[src/rtl/mlp_pkg.sv]
// Shared types and default widths for the MLP dot-product sequencer.
package mlp_pkg;

    localparam int A_WIDTH_DEF   = 8;
    localparam int B_WIDTH_DEF   = 8;
    localparam int ACC_WIDTH_DEF = 32;
    localparam int ADDR_WIDTH_DEF = 8;
    localparam int LEN_WIDTH_DEF = 9;

    // Cycles from the last operand read to the result strobe.
    localparam int LATENCY_EXTRA = 3;

    typedef enum logic [2:0] {
        IDLE,
        RUN,
        DRAIN,
        CAPT,
        ZERO
    } state_t;

endpackage

[src/rtl/mlp_addr_counter.sv]
// Loadable base+index address counter with a terminal-count flag.
module mlp_addr_counter
    import mlp_pkg::*;
#(
    parameter int ADDR_WIDTH = ADDR_WIDTH_DEF,
    parameter int LEN_WIDTH  = LEN_WIDTH_DEF
) (
    input  logic                  clk,
    input  logic                  rst,
    input  logic                  load,
    input  logic                  advance,
    input  logic [ADDR_WIDTH-1:0] base,
    input  logic [LEN_WIDTH-1:0]  len,
    output logic [ADDR_WIDTH-1:0] addr,
    output logic                  tc
);

    logic [ADDR_WIDTH-1:0] addr_reg;
    logic [LEN_WIDTH-1:0]  remain_reg;

    // remain_reg counts issues still to come after the current one; address wraps naturally.
    always_ff @(posedge clk) begin
        if (rst) begin
            addr_reg   <= '0;
            remain_reg <= '0;
        end else if (load) begin
            addr_reg   <= base;
            remain_reg <= len - LEN_WIDTH'(1);
        end else if (advance) begin
            addr_reg   <= addr_reg + ADDR_WIDTH'(1);
            remain_reg <= remain_reg - LEN_WIDTH'(1);
        end
    end

    assign addr = addr_reg;
    assign tc   = (remain_reg == '0);

endmodule

[src/rtl/mlp_dot_seq.sv]
// Dot-product sequencer feeding one external MAC lane from two operand RAMs.
// Optional build macro: MLP_DOT_SEQ_RELU_EN (ReLU applied to the captured result).
module mlp_dot_seq
    import mlp_pkg::*;
#(
    parameter int A_WIDTH    = A_WIDTH_DEF,
    parameter int B_WIDTH    = B_WIDTH_DEF,
    parameter int ACC_WIDTH  = ACC_WIDTH_DEF,
    parameter int ADDR_WIDTH = ADDR_WIDTH_DEF,
    parameter int LEN_WIDTH  = LEN_WIDTH_DEF
) (
    input  logic                  clk,
    input  logic                  rst,
    input  logic                  cmd_valid,
    output logic                  cmd_ready,
    input  logic [LEN_WIDTH-1:0]  cmd_len,
    input  logic [ADDR_WIDTH-1:0] cmd_base_x,
    input  logic [ADDR_WIDTH-1:0] cmd_base_w,
    output logic                  x_rd_en,
    output logic [ADDR_WIDTH-1:0] x_addr,
    input  logic [A_WIDTH-1:0]    x_rdata,
    output logic                  w_rd_en,
    output logic [ADDR_WIDTH-1:0] w_addr,
    input  logic [B_WIDTH-1:0]    w_rdata,
    output logic                  mac_start,
    output logic                  mac_valid,
    output logic [A_WIDTH-1:0]    mac_a,
    output logic [B_WIDTH-1:0]    mac_b,
    input  logic [ACC_WIDTH-1:0]  mac_result,
    output logic                  out_valid,
    output logic [ACC_WIDTH-1:0]  out_data,
    output logic                  busy
);

    state_t                 state_reg;
    logic                   rd_en_reg;
    logic                   first_reg;
    logic                   mac_start_reg;
    logic                   mac_valid_reg;
    logic                   out_valid_reg;
    logic [ACC_WIDTH-1:0]   out_data_reg;
    logic [ACC_WIDTH-1:0]   capt_data;

    logic                   accept;
    logic                   load;
    logic                   advance;
    logic                   last_issue;

    logic [1:0][ADDR_WIDTH-1:0] base_arr;
    logic [1:0][ADDR_WIDTH-1:0] addr_arr;
    logic [1:0]                 tc_arr;

    // Ready is withheld during the result strobe so a new command starts the cycle after it.
    assign cmd_ready = (state_reg == IDLE) && !out_valid_reg;
    assign busy      = (state_reg != IDLE);
    assign accept    = cmd_valid && cmd_ready;
    assign load      = accept && (cmd_len != '0);
    assign advance   = (state_reg == RUN) && !last_issue;

    assign base_arr[0] = cmd_base_x;
    assign base_arr[1] = cmd_base_w;

    generate
        for (genvar gi = 0; gi < 2; gi++) begin : g_cnt
            mlp_addr_counter #(
                .ADDR_WIDTH (ADDR_WIDTH),
                .LEN_WIDTH  (LEN_WIDTH)
            ) u_cnt (
                .clk     (clk),
                .rst     (rst),
                .load    (load),
                .advance (advance),
                .base    (base_arr[gi]),
                .len     (cmd_len),
                .addr    (addr_arr[gi]),
                .tc      (tc_arr[gi])
            );
        end
    endgenerate

    // Both counters run in lockstep, so either terminal count marks the final issue.
    assign last_issue = &tc_arr;

`ifdef MLP_DOT_SEQ_RELU_EN
    assign capt_data = mac_result[ACC_WIDTH-1] ? '0 : mac_result;
`else
    assign capt_data = mac_result;
`endif

    always_ff @(posedge clk) begin
        if (rst) begin
            state_reg     <= IDLE;
            rd_en_reg     <= 1'b0;
            first_reg     <= 1'b0;
            mac_start_reg <= 1'b0;
            mac_valid_reg <= 1'b0;
            out_valid_reg <= 1'b0;
            out_data_reg  <= '0;
        end else begin
            // MAC strobes follow the read by one cycle, matching the RAM read latency.
            mac_start_reg <= rd_en_reg && first_reg;
            mac_valid_reg <= rd_en_reg && !first_reg;
            out_valid_reg <= 1'b0;
            case (state_reg)
                IDLE: begin
                    if (accept) begin
                        if (cmd_len != '0) begin
                            state_reg <= RUN;
                            rd_en_reg <= 1'b1;
                            first_reg <= 1'b1;
                        end else begin
                            state_reg <= ZERO;
                        end
                    end
                end
                RUN: begin
                    first_reg <= 1'b0;
                    if (last_issue) begin
                        rd_en_reg <= 1'b0;
                        state_reg <= DRAIN;
                    end
                end
                DRAIN: begin
                    state_reg <= CAPT;
                end
                CAPT: begin
                    out_data_reg  <= capt_data;
                    out_valid_reg <= 1'b1;
                    state_reg     <= IDLE;
                end
                ZERO: begin
                    out_data_reg  <= '0;
                    out_valid_reg <= 1'b1;
                    state_reg     <= IDLE;
                end
                default: begin
                    state_reg <= IDLE;
                    rd_en_reg <= 1'b0;
                    first_reg <= 1'b0;
                end
            endcase
        end
    end

    assign x_rd_en   = rd_en_reg;
    assign w_rd_en   = rd_en_reg;
    assign x_addr    = addr_arr[0];
    assign w_addr    = addr_arr[1];
    assign mac_start = mac_start_reg;
    assign mac_valid = mac_valid_reg;
    assign mac_a     = x_rdata;
    assign mac_b     = w_rdata;
    assign out_valid = out_valid_reg;
    assign out_data  = out_data_reg;

endmodule

[config.mk]
export PLATFORM = sky130hd
export DESIGN_NAME = mlp_dot_seq
export DESIGN_NICKNAME = d
export VERILOG_FILES = /design/src/rtl/mlp_pkg.sv /design/src/rtl/mlp_addr_counter.sv /design/src/rtl/mlp_dot_seq.sv
export SDC_FILE = /design/constraint.sdc
export NUM_CORES = 1
export LEC_CHECK = 0
export ABC_AREA = 1
export BUFFER_PORTS_ARGS = -buffer_cell sky130_fd_sc_hd__clkbuf_2
export CORE_UTILIZATION = 45
export DETAILED_ROUTE_END_ITERATION = 16
export HOLD_SLACK_MARGIN = 0.12
export PLACE_DENSITY = 0.73
export SLEW_MARGIN = 20
export SYNTH_ARGS = -nofsm -noshare
export SYNTH_HDL_FRONTEND = slang
export SYNTH_SLANG_ARGS = --single-unit
[constraint.sdc]
create_clock -name clk -period 4.95 [get_ports clk]
set_clock_uncertainty 0.2 [all_clocks]
set_input_delay 0.495 -clock clk [delete_from_list [all_inputs] [get_ports clk]]
set_output_delay 0.495 -clock clk [all_outputs]
set_load 0.005 [all_outputs]
==> results of run 1 <==
metrics by stage:
step	utilization	std cells	power, mW
2_1_floorplan	-	631	1.83
3_3_place_gp	0.516	806	2.05
3_5_place_dp	0.516	806	2.08
4_1_cts	0.541	822	2.60
5_1_grt	0.541	822	2.85
6_report	0.541	822	2.59
cell type report:
class | instances | area, um^2
Fill cell | 861 | 4020
Multi-Input combinational cell | 454 | 2120
Sequential cell | 74 | 1480
Timing Repair Buffer | 115 | 578
Inverter | 55 | 209
Tap cell | 108 | 135
Clock buffer | 10 | 128
Clock inverter | 6 | 91.3
worst min-delay path by stage:
stage | to | slack [ns] | depth (start not counted)
after CTS | out_data[17] | 0.17 | 3
after global routing | out_data[31] | 0.18 | 3
final | out_data[16] | 0.18 | 3
after global placement | mac_valid | 0.21 | 1
after floorplan | mac_valid | 0.20 | 1
after detailed placement | mac_valid | 0.22 | 1
power groups by stage:
stage / registers (mW) / clock network, mW / logic, mW
after floorplan: 0.858 / 0 / 0.975
after global placement: 0.872 / 0 / 1.18
after detailed placement: 0.879 / 0 / 1.20
after CTS: 0.867 / 0.525 / 1.21
after global routing: 0.888 / 0.552 / 1.41
final: 0.868 / 0.516 / 1.21
cells by family after synthesis:
logic type	Yosys count
AND/OR/NAND/NOR	377
buffers and inverters	103
flip-flops	74
AO/OA/AOI/OAI	51
XOR/XNOR	20
adder cells (fa/ha/maj)	5
multiplexers	1
routing by layer:
layer,vias to the layer above,GRT usage,share of wire
li1,2122,-,-
met1,1844,0.270,0.44
met2,137,0.367,0.47
met3,11,0.0719,0.076
met4,0,0.0690,0.013
met5,-,0,0
placed cells by master, fill, tap and decap left out, drive strengths merged:
cell    instances
bufinv          2
buf             1
inv            54
clkinv          5
nor3            9
nor2           95
nand3          85
mux2i           1
nand3b          5
xnor2           2
nand4           1
dfxtp          74
clkbuf        124
xor2           18
nand2         182
a21oi          38
o21ai          12
ha              5
a211oi          1
worst register-to-register path: cells and delay by family, from the launching register on:
kind,cells,cell delay [ns]
buffers and inverters,1,0.55
AND/OR/NAND/NOR,8,1.37
flip-flops,1,0.37
==> results.py, run 1 <==
metrics = {
    "clock_tree": {
        "cts_made_buffers": 9,
        "cts.sinks": 74,
        "cts_buffer_depth": 2,
        "ctsHoldBuffers": 0,
        "h-tree-depth": 3,
        "clock-root-buffer": "clkbuf_8",
        "cts_setup_buffers": 0,
        "clock_latency_ns": 0.35,
        "tritoncts": "done",
        "cts_resized": 0,
        "clk_pin_slew_ns": 0.08,
    },
    "pwr": {
        "p_int_mw": 1.48,
        "seqPwrFrac": 0.335,
        "swShare": 0.429,
        "comb_power_share": 0.466,
        "p_sw_mw": 1.11,
        "power_density_nw_per_um2": 547,
        "leakage_nw": 2.38,
        "pwr-share-clk": 0.199,
        "ir_worst_vdd_mv": 0.266,
    },
    "final_layout": {
        "fin_area_um2": 4740,
        "diodes": 0,
        "area_delta_synth_final_pct": 15.8,
        "layout-drive-gt1-share": 0.202,
        "largest_reg_flops": 32,
        "nNetsFinal": 790,
    },
    "sta": {
        "rsz0062_at_grt": "no",
        "min_period_ns": 2.70,
        "fin_ws_ns": 2.25,
        "fin_tns_setup_ns": 0,
        "worst_slew_pin_slew_ns": 1.00,
        "fmax_ghz": 0.370,
        "hold_ws_ns": 0.182,
        "period_share": 0.546,
        "slew_headroom": 0.326,
        "setup_viol": 0,
        "maxSlewViolCount": 0,
        "hold_viol_final": 0,
    },
    "floorplanning": {
        "rows": 34,
        "dieWidth_um": 97.4,
        "die-area_um2": 9490,
        "die_y_um": 97.4,
        "io_pins": 147,
        "initial_utilization": 0.467,
        "core_region_area_um2": 8760,
    },
    "yosys": {
        "synth_cells": 631,
        "syn_nets": 712,
        "syn_area_um2": 4100,
        "synth-seq-cells": 74,
        "synth_top_cell_area_share": 0.362,
        "synth_xor_area_frac": 0.0428,
        "synth_most_common_cell": "nand2_1",
        "avgSynthCellArea_um2": 6.49,
        "synthArstFlopShare": 0,
        "synth.area.top_cells": "dfxtp_1 36%, nand2_1 16%, nand3_1 10%, nor2_1 8.5%, inv_1 4.8%",
        "ys_seq_area_frac": 0.362,
        "synthSimpleGateAreaFrac": 0.393,
        "synthTopCellsByCount": "178 x nand2_1, 93 x nor2_1, 85 x nand3_1",
        "ys_warn_count": 0,
        "synth_mux_area_frac": 0.00244,
        "ys.flop_type": "dfxtp_1",
        "synth_cell_type_count": 27,
        "synth_area_leader_cell": "dfxtp_1",
        "synth_compound_area_frac": 0.0629,
        "synth_top_family_by_area": "simple AND/OR/NAND/NOR gates",
        "synth_edf_count": 0,
        "synth_adder_area_share": 0.0153,
    },
    "placement": {
        "post_dp_cell_area_um2": 4520,
        "place_hpwl_um": 6940,
        "place_ws_ns": 1.89,
        "port_buffers": 114,
        "gp_congestion": 0.794,
    },
    "setup_path": {
        "r2r_slack_ns": 2.39,
        "setup.worst_path.end": "g_cnt[1].u_cnt.addr[4]",
        "r2r_cells": 9,
        "crit_path_start_kind": "input port",
        "cp_num_cells": 12,
        "worst_ep_arrival_time_ns": 2.75,
        "path_buf_inv": 3,
        "cp_data_required_time_ns": 5.00,
        "r2r_start": "state_reg[2]",
        "slowest_delay_ns": 0.57,
        "worstPathCellList": "clkbuf_2, inv_1, ha_1, nand2_1, nor2_2, nand2_1, nand2_4, inv_2, nor2_1, nand2_1, nor2_1, nor2_1",
        "critical_path_class": "input port to register",
        "cp-startpoint": "cmd_len[0]",
        "slowest_stage": "nand2_4",
        "critPathMaxFanout": 70,
        "r2r-end": "g_cnt[0].u_cnt.remain_reg[5]",
        "critPathCaptureType": "register",
        "crit_family": "simple AND/OR/NAND/NOR gates",
    },
    "grt": {
        "grt_usage": 0.221,
        "antenna_found_initial": 0,
        "grt_pass1_vias": 3889,
        "grt_overflow": 0,
        "grt_pass1_wl_um": 17400,
        "grt_max_degree": 71,
    },
    "detailed_routing": {
        "ant_nets": 0,
        "drtIter0Drc": 234,
        "dr_total_vias": 4114,
        "wl_per_cell_um": 12.3,
        "dr.pass1.iters": 4,
        "viasPerCell": 5.00,
        "wirelength_um": 10100,
        "drc": 0,
    },
    "flow_run": {
        "cap_viol_max_count": 0,
    },
    "run_status": {
        "status": "finished, final reports clean",
    },
    "worst_hold_path": {
        "hp-class": "input port to register",
        "hold_start": "mac_result[16]",
    },
}
Note: power is estimated with default switching activity, not from simulation.
==> run 2: changes to the inputs <==
ABC_AREA = 0   (was 1)
PLACE_DENSITY = 0.75   (was 0.73)
clock period = 2.8 ns   (was 4.95 ns; I/O delays follow)
==> results.py, run 2 <==
metrics = {
    "run_status": {
        "status": "finished, final reports clean",
    },
    "final_layout": {
        "largest_reg_flops": 32,
        "fillerInstances": 668,
        "layout_common_cells": "114 x clkbuf_2, 74 x dfxtp_1, 62 x nor2_1",
        "area_delta_synth_final_pct": 33.5,
        "layout-drive-gt1-share": 0.305,
        "diodes": 0,
        "nNetsFinal": 631,
        "final_common_cell": "clkbuf_2",
    },
    "detailed_routing": {
        "dr_total_vias": 3617,
        "viasPerCell": 5.51,
        "wl_met3_um": 599,
        "wl_met2_um": 4810,
        "dr.pass1.iters": 5,
        "wirelength_um": 9740,
        "drc": 0,
        "wl_per_cell_um": 14.8,
        "ant_nets": 0,
        "topRoutingLayerUsed": "met4",
        "met1_length_um": 4160,
        "drtIter0Drc": 223,
    },
    "yosys": {
        "synth-seq-cells": 74,
        "synth_area_leader_cell": "dfxtp_1",
        "ys_warn_count": 0,
        "syn_area_um2": 3720,
        "synthArstFlopShare": 0,
        "synth_edf_count": 0,
        "avgSynthCellArea_um2": 9.18,
        "ys_seq_area_frac": 0.399,
        "synth_cells": 405,
        "syn_nets": 486,
        "synth_top_cell_area_share": 0.399,
        "synth_cell_type_count": 66,
        "ys.flop_type": "dfxtp_1",
        "synth.area.top_cells": "dfxtp_1 40%, a22oi_1 6.5%, nor2_1 6.4%, buf_4 4.0%, xor2_1 2.6%",
        "synthTopCellsByCount": "74 x dfxtp_1, 63 x nor2_1, 32 x a22oi_1",
        "synth_most_common_cell": "dfxtp_1",
    },
    "pwr": {
        "seqPwrFrac": 0.369,
        "leakage_nw": 2.09,
        "ir_worst_vdd_mv": 0.371,
        "swShare": 0.404,
        "comb_power_share": 0.433,
        "power_density_nw_per_um2": 889,
        "p_sw_mw": 1.78,
        "p_int_mw": 2.63,
        "total_power_mw": 4.41,
        "pwr-share-clk": 0.198,
    },
    "grt": {
        "grt_pass1_vias": 3431,
        "grt_max_degree": 33,
        "grt_pass1_wl_um": 15600,
        "grt_usage": 0.225,
        "antenna_found_initial": 0,
        "grt_overflow": 0,
    },
    "clock_tree": {
        "clock-root-buffer": "clkbuf_8",
        "clock_latency_ns": 0.36,
        "cts_buffer_depth": 2,
        "clk_pin_slew_ns": 0.08,
        "cts_setup_buffers": 0,
        "cts_made_buffers": 9,
        "h-tree-depth": 3,
        "cts.sinks": 74,
        "tritoncts": "done",
        "cts_resized": 0,
    },
    "sta": {
        "period_share": 0.943,
        "rsz0062_at_grt": "no",
        "hold_viol_final": 0,
        "fin_tns_setup_ns": 0,
        "fin_ws_ns": 0.160,
        "maxSlewViolCount": 0,
        "slew_headroom": 0.507,
        "min_period_ns": 2.64,
        "worst_slew_pin_slew_ns": 0.739,
        "fmax_ghz": 0.379,
        "hold_ws_ns": 0.185,
        "setup_viol": 0,
    },
    "setup_path": {
        "crit_path_start_kind": "input port",
        "critPathCaptureType": "register",
        "cp_data_required_time_ns": 2.86,
        "r2r_slack_ns": 0.33,
        "slowest_stage": "dlygate4sd3_1",
        "worstPathCellList": "dlygate4sd3_1, clkbuf_2, inv_1, ha_1, or4b_4, nor2_8, or2_4, buf_12, nor2_1, a211oi_1",
        "critPathMaxFanout": 22,
        "slowest_delay_ns": 0.55,
        "critical_path_class": "input port to register",
        "worst_ep_arrival_time_ns": 2.70,
    },
    "floorplanning": {
        "die_y_um": 92.9,
        "rows": 32,
        "initial_utilization": 0.474,
        "dieWidth_um": 92.9,
        "core_region_area_um2": 7850,
        "io_pins": 147,
        "die-area_um2": 8630,
    },
    "flow_run": {
        "cap_viol_max_count": 0,
    },
    "placement": {
        "place_ws_ns": 0.314,
        "place_hpwl_um": 6370,
        "port_buffers": 114,
        "gp_congestion": 0.873,
    },
    "worst_hold_path": {
        "hp-class": "input port to register",
    },
}
run 2: cell types whose count changed after synthesis, sizes merged, moves of 8 or more:
cell	change
and2	+8
nand2	-164
a22oi	+32
nor2	-29
nand3	-85
a21oi	-29
o211ai	+8
inv	-44
run 2: power by group through the flow:
| stage | clock (mW) | combinational, mW | sequential [mW] |
|---|---|---|---|
| 2_1_floorplan | 0 | 1.38 | 1.57 |
| 3_3_place_gp | 0 | 1.77 | 1.63 |
| 3_5_place_dp | 0 | 1.80 | 1.64 |
| 4_1_cts | 0.889 | 1.87 | 1.62 |
| 5_1_grt | 0.933 | 2.10 | 1.67 |
| 6_report | 0.875 | 1.91 | 1.63 |
run 2: cells by family after synthesis:
family / Yosys count / synth area share
flip-flops: 74 / 0.399
adder cells (fa/ha/maj): 5 / 0.0168
AO/OA/AOI/OAI: 113 / 0.249
AND/OR/NAND/NOR: 137 / 0.198
XOR/XNOR: 18 / 0.0424
multiplexers: 2 / 0.00539
buffers and inverters: 56 / 0.0899
run 2: final cells by class:
type,instances,area (um^2),share of cell area
multi-input combinational,276,1910,0.386
sequential,74,1480,0.298
timing repair buffer,178,1190,0.240
clock buffer,9,124,0.0250
inverter,11,41.3,0.00832
clock inverter,7,83.8,0.0169
tap,102,128,0.0257
run 2: through the flow:
step           cells   util  area [um^2]
2_1_floorplan    405      -         3720
3_3_place_gp     589  0.540         4240
3_5_place_dp     589  0.540         4240
4_1_cts          656  0.632         4960
5_1_grt          657  0.632         4960
6_report         657  0.632         4960
run 2: routing by layer:
layer / up-vias / track usage
li1: 1769 / -
met3: 24 / 0.0542
met5: - / 0
met1: 1699 / 0.263
met4: 0 / 0.0859
met2: 125 / 0.394
run 2: worst paths after layout:
check / startpoint / endpoint / depth (start not counted)
min reg2reg: first_reg / mac_valid / 1
min: cmd_len[8] / state_reg[2] / 4
max reg2reg: g_cnt[0].u_cnt.remain_reg[0] / g_cnt[0].u_cnt.addr[1] / 8
max: cmd_len[0] / g_cnt[1].u_cnt.addr[2] / 10
run 2: worst max-delay path, delay by kind of cell:
family / cells / cell delay, ns
buffers and inverters: 4 / 0.94
AOI/OAI and AO/OA: 1 / 0.24
and+or+nand+nor: 4 / 1.05
adders and majority gates: 1 / 0.19
run 2: what timing repair did:
action                                 CTS  global route
endpoints found under the hold margin   53             0
setup endpoints to repair                0             2
hold buffers                            51             0
